### src/rtl/window_3x3_gen.sv
// window_3x3_gen: streams 1-bit raster pixels through two line buffers and
// emits every fully-inside 3x3 neighbourhood as a 9-bit word with a strobe.
module window_3x3_gen #(
   parameter int IMG_W = 8,
   parameter int IMG_H = 8
) (
   input  logic       clk,
   input  logic       rst_n,
   input  logic       pix_in,
   input  logic       pix_valid,
   input  logic       sof,
   output logic [8:0] X,
   output logic       win_valid,
   output logic       frame_done,
   output logic       frame_err
);
   localparam int CW = $clog2(IMG_W);
   localparam int RW = $clog2(IMG_H);
   typedef enum logic {IDLE, ACTIVE} state_t;
   state_t state, state_nx;
   logic [CW-1:0] col, col_nx, cur_c;
   logic [RW-1:0] row, row_nx, cur_r;
   logic [IMG_W-1:0] lb1, lb2;
   logic [2:0] w_top, w_mid, w_bot;
   logic accept, restart, eol, last_px, emit;
   // a qualified sof always places the current pixel at (0,0)
   always_comb begin
      restart = pix_valid & sof;
      accept = pix_valid & (sof | state == ACTIVE);
      cur_c = restart ? '0 : col;
      cur_r = restart ? '0 : row;
      eol = cur_c == CW'(IMG_W - 1);
      last_px = eol & (cur_r == RW'(IMG_H - 1));
      emit = accept & (cur_r >= RW'(2)) & (cur_c >= CW'(2));
      col_nx = col;
      row_nx = row;
      state_nx = state;
      if (accept) begin
         col_nx = eol ? '0 : cur_c + CW'(1);
         row_nx = last_px ? '0 : eol ? cur_r + RW'(1) : cur_r;
         state_nx = last_px ? IDLE : ACTIVE;
      end
   end
   always_ff @(posedge clk or negedge rst_n) begin
      if (!rst_n) begin
         state <= IDLE;
         col <= '0;
         row <= '0;
         lb1 <= '0;
         lb2 <= '0;
         w_top <= '0;
         w_mid <= '0;
         w_bot <= '0;
         X <= '0;
         win_valid <= 1'b0;
         frame_done <= 1'b0;
         frame_err <= 1'b0;
      end else begin
         state <= state_nx;
         col <= col_nx;
         row <= row_nx;
         win_valid <= emit;
         frame_done <= accept & last_px;
         frame_err <= restart & (state == ACTIVE);
         if (accept) begin
            lb2[cur_c] <= lb1[cur_c];
            lb1[cur_c] <= pix_in;
            w_top <= {w_top[1:0], lb2[cur_c]};
            w_mid <= {w_mid[1:0], lb1[cur_c]};
            w_bot <= {w_bot[1:0], pix_in};
            if (emit) X <= {w_top[1:0], lb2[cur_c], w_mid[1:0], lb1[cur_c], w_bot[1:0], pix_in};
         end
      end
   end
endmodule

### config.mk
export PLATFORM = sky130hd
export DESIGN_NAME = window_3x3_gen
export DESIGN_NICKNAME = d
export VERILOG_FILES = /design/src/rtl/window_3x3_gen.sv
export SDC_FILE = /design/constraint.sdc
export NUM_CORES = 1
export LEC_CHECK = 0
export BUFFER_PORTS_ARGS = -buffer_cell sky130_fd_sc_hd__buf_2
export CAP_MARGIN = 15
export CELL_PAD_IN_SITES_DETAIL_PLACEMENT = 2
export CELL_PAD_IN_SITES_GLOBAL_PLACEMENT = 2
export CORE_ASPECT_RATIO = 1.1
export CORE_MARGIN = 2
export CORE_UTILIZATION = 42
export CTS_CLUSTER_SIZE = 40
export DETAILED_ROUTE_END_ITERATION = 6
export GPL_TIMING_DRIVEN = 0
export PLACE_DENSITY_LB_ADDON = 0.3
export RECOVER_POWER = 50
export SYNTH_ARGS = -nofsm -noshare
export SYNTH_HDL_FRONTEND = slang
export SYNTH_SLANG_ARGS = --single-unit
### constraint.sdc
create_clock -name clk -period 4.6 [get_ports clk]
set_clock_uncertainty 0.2 [all_clocks]
set_input_delay 0.23 -clock clk [delete_from_list [all_inputs] [get_ports clk]]
set_output_delay 0.23 -clock clk [all_outputs]
set_load 0.01 [all_outputs]
# After elaboration in Yosys (flattened, before gate mapping)
# Index checks and enable logic that the tools add are counted.
dict set report totals {
  regBits 41
  latchBits 0
  mem_bits_rw 0
  mem_bits_ro 0
  input_bits 5
  elab_cells 44
  mem_count 0
}
dict set report op_classes {
  n_addsub 2
  multipliers 0
  div 0
  magnitude_cmp 4
  eq_ne 2
  n_shift 0
  n_mux 14
  n_bitwise 8
  n_reduce_logical 2
}
# operator n
set ops {}
lappend ops {{$bwmux W8} 2}
lappend ops {{$mux W3} 5}
lappend ops {{$and A1 B1 Y1} 7}
lappend ops {{$add A3 B1 Y3 const B} 2}
lappend ops {{$bmux W1 S3} 2}
lappend ops {{$eq A3 B3 Y1 const B} 2}
lappend ops {{$ge A3 B2 Y1 const B} 2}
lappend ops {{$lt A3 B4 Y1 const B} 1}
lappend ops {{$mux W1} 4}
lappend ops {{$demux W1 S3} 1}
lappend ops {{$ge A3 B1 Y1 const B} 1}
lappend ops {{$reduce_and A2 Y1} 1}
lappend ops {{$logic_and A1 B1 Y1} 1}
lappend ops {{$or A1 B1 Y1} 1}

# Depth between registers and ports, before layout
dict set report logic_depth {
  depth_word 7
  ltp_mapped 9
  mapped_depth_nobuf 8
}

# Worst setup path after synthesis
# OpenSTA, ideal clock, no wires.
dict set report synth_timing {
  path_kind {reg-to-reg}
  start {register col[1]}
  end {register X[6]}
  setup_time_ns 0.125
  arrival_ns 1.630
  t_required_ns 4.275
  slack_ns 2.645
  stages_incl_launch_ff 8
  path_buffers 1
  period_less_slack_ns 1.955
  path_cell_list {dfrtp_1 -> clkbuf_1 -> nand2_1 -> inv_1 -> ha_1 -> o221ai_2 -> inv_1 -> mux2_2}
}
dict set report synth_between {
  elab_chain_cells 4
}
# item line
set synth_lines {}
lappend synth_lines {{start, declared} 21} ;# logic [CW-1:0] col, col_nx, cur_c;
lappend synth_lines {{start signal, assigned} 60} ;# col <= col_nx;
lappend synth_lines {{$mux W3} 30} ;# cur_c = restart ? '0 : col;
lappend synth_lines {{$ge A3 B2 Y1} 34} ;# emit = accept & (cur_r >= RW'(2)) & (cur_c >= CW'(2));
lappend synth_lines {{$and A1 B1 Y1} 34}
lappend synth_lines {{named net emit} 25} ;# logic accept, restart, eol, last_px, emit;
lappend synth_lines {{$reduce_and A2 Y1 (no source line)} -}
lappend synth_lines {{end signal, assigned} 71} ;# if (emit) X <= {w_top[1:0], lb2[cur_c], w_mid[1:0], lb1[cur_c], w_bot[1:0], pix_in};
lappend synth_lines {{end, declared} 12} ;# output logic [8:0] X,
# The timed path passes the listed nets, and every way through them passes these cells. The select of a mux whose other input is x is not followed.
# A chain may end at the register's enable or synchronous reset.

==> results.json <==
{
  "outcome": "finished, violations left",
  "violations": "max-capacitance violations, max-slew violations",
  "clkLatencyLatePin_ps": 300,
  "p_leak_nw": 1.06,
  "pre_cts_slack_ps": 2100,
  "postSynthAreaPerCell_um2": 11.2,
  "synthMuxAreaShare": 0.155,
  "clockPowerShare": 0.218,
  "antenna_cells": 0,
  "synth_compound_area_frac": 0.0942,
  "core_area_um2": 4590,
  "io_buffers": 14,
  "cp_max_fo": 41,
  "yosysTopAreaCell": "dfrtp_1",
  "cellPowerDensity_nw_per_um2": 528,
  "cts_buffer_depth": 2,
  "crit_family": "buffers and inverters",
  "die_h_um": 75.8,
  "power_frac_comb": 0.307,
  "cts_htree_levels": 2,
  "drive_gt1_frac": 0.191,
  "drt_drc_violations_left": 0,
  "required_ps": 4350,
  "internal-power_w": 0.000760,
  "worst-path-buf-inv": 2,
  "synth_nets": 187,
  "dp_hpwl_mm": 3.55,
  "cts_setup_buffers": 0,
  "grt-ovfl-total": 0,
  "synth_xor_area_frac": 0,
  "cts_tree": "yes",
  "worst_pin_slew_ps": 2250,
  "syn2layout_area_growth_pct": 11.7,
  "max_clock_freq_ghz": 0.381,
  "clkTransAtPathRegs_ps": 90,
  "arrival_ps": 2370,
  "final_nets": 209,
  "firstDrtPassIters": 2,
  "period_share": 0.570,
  "synth_cell_types": 37,
  "syn_inst": 176,
  "layout_common_cells": "dfrtp_1 (41), nand2_1 (24), mux2_2 (18), clkbuf_1 (15), inv_1 (12)",
  "post_drt_wl_per_cell_um": 19.1,
  "die_width_um": 69.2,
  "synth_top_family_by_area": "multiplexers",
  "post-route-min-period_ps": 2620,
  "hold_viol": 0,
  "layout_commonest_cell": "dfrtp_1",
  "grt_pass1_vias": 1561,
  "hold_buffers": 1,
  "cp-end-kind": "async pin",
  "dp_cells": 246,
  "antenna_found_initial": 0,
  "initial_core_util": 0.429,
  "gp_congestion": 0.785,
  "peakVddDrop_mv": 0.264,
  "finalSetupViolCount": 0,
  "slew_viol_final": 42,
  "cts_buffers": 5,
  "start_kind": "input port",
  "grt_pass1_wl_mm": 7.97,
  "syn-cell-area_um2": 1970,
  "drt_iter0_drc": 51,
  "path_cells": "dlygate4sd3_1 -> clkbuf_1",
  "clock-root-buffer": "clkbuf_8",
  "grt_max_degree": 42,
  "dieArea_um2": 5240,
  "final_cells": 255,
  "vias": 1424,
  "critical_path_class": "in2async",
  "slowest_stage": "clkbuf_1",
  "netlist_top_cells_area": "dfrtp_1 (52%), mux2_2 (10%), nand2_1 (4.6%)",
  "hold_class": "in2reg",
  "synth_simple_gate_area_frac": 0.137,
  "synth_warnings": 0,
  "synth_seq_cells": 41,
  "critPathMaxStageDelay_ps": 1600,
  "seqPwrFrac": 0.475,
  "fill_cells": 489,
  "synth-seq-area-share": 0.522,
  "worst_slack_ps": 1980,
  "gr-usage-all-layers": 0.200,
  "routed_wl_mm": 4.86,
  "synth_fa_ha_area_frac": 0.0382,
  "drv_cap": 1,
  "rsz0062_at_grt": "false",
  "synth_top_area_share": 0.522,
  "ant_nets": 0,
  "p_sw_w": 0.000400,
  "switching_share": 0.345,
  "pin_count": 17,
  "slew_headroom": -0.501,
  "cts_resized": 0,
  "tns_ps": 0,
  "cts_sinks": 41,
  "rows": 26,
  "vias_per_cell": 5.58
}
## routing by layer
metal	track usage	wire length, um
met1	0.231	2040
met2	0.373	2650
met3	0.0410	86
met4	0.0741	86
met5	0	0
## area by class of cell
| class | count | area [um2] | area share |
|---|---|---|---|
| timing repair buffer | 15 | 63.8 | 0.0291 |
| multi-input combinational | 115 | 836 | 0.381 |
| tap | 56 | 70.1 | 0.0319 |
| clock inverter | 2 | 13.8 | 0.00627 |
| clock buffer | 6 | 82.6 | 0.0376 |
| sequential | 41 | 1030 | 0.467 |
| buffer | 8 | 58.8 | 0.0268 |
| inverter | 12 | 45.0 | 0.0205 |
## logic make-up (layout without fill, tap and decap cells)
| group | after synthesis | in the layout |
|---|---|---|
| adder cells (fa/ha/maj) | 6 | 6 |
| multiplexers | 27 | 27 |
| buffers and inverters | 20 | 43 |
| AND/OR/NAND/NOR | 55 | 55 |
| AO/OA/AOI/OAI | 27 | 27 |
| flip-flops | 41 | 41 |
## registers in the layout, summed over array words and instances, names as in the netlist
name / count
X: 9
lb1: 8
lb2: 8
col: 3
row: 3
w_bot: 2
w_mid: 2
w_top: 2
frame_done: 1
frame_err: 1
state: 1
win_valid: 1
## path summary, 6_finish.rpt
| check | depth (start not counted) | from | slack (ps) | end |
|---|---|---|---|---|
| worst max-delay path | 2 | rst_n | 1980 | win_valid |
| worst min-delay path | 2 | sof | 20 | frame_err |
| worst max register to register | 7 | col[1] | 2190 | X[6] |
| worst min register to register | 2 | lb2[6] | 280 | lb2[6] |
| max in group clk | 7 | col[1] | 2190 | X[6] |
| min in group asynchronous | 2 | rst_n | 930 | frame_done |
## per-stage QoR
stage	power, W	area (um2)	util	hold slack, ps
after global routing	0.00124	2200	0.479	21.4
after floorplan	0.000789	1970	-	-266
after global placement	0.000886	2110	0.459	204
after CTS	0.00119	2210	0.482	18.2
after detailed placement	0.000924	2110	0.459	221
final	0.00116	2200	0.479	19.4
## Yosys cell counts
cell and number:
buf_4 1, and2_4 1, nor4b_1 1, nor2b_1 5, dfrtp_1 41, nor3_1 2
and3_1 2, o21ai_1 2, nand4_1 3, buf_2 2, o21ba_2 1, or3_1 1
mux2i_1 8, clkbuf_1 2, and2_1 3, ha_1 6, nand3_1 2, o21ai_0 8
a22o_1 1, o21a_1 2, o221a_1 1, inv_1 12, nand2_1 24, a21oi_1 4
a32o_1 1, mux2_2 18, a32oi_1 1, or3_4 1, o221ai_2 1, o2111ai_1 1
o22ai_1 1, buf_6 3, a31oi_1 2, and4b_1 1, mux4_2 1, a2bb2oi_1 1
nor2_1 9
## power groups by stage
stage	combinational [W]	sequential [W]	clock, W
floorplan	0.000244	0.000545	0
detailed placement	0.000366	0.000558	0
CTS	0.000372	0.000551	0.000263
global route	0.000400	0.000566	0.000278
global placement	0.000343	0.000543	0
finish	0.000356	0.000550	0.000253
Note: power is estimated with default switching activity, not from simulation.
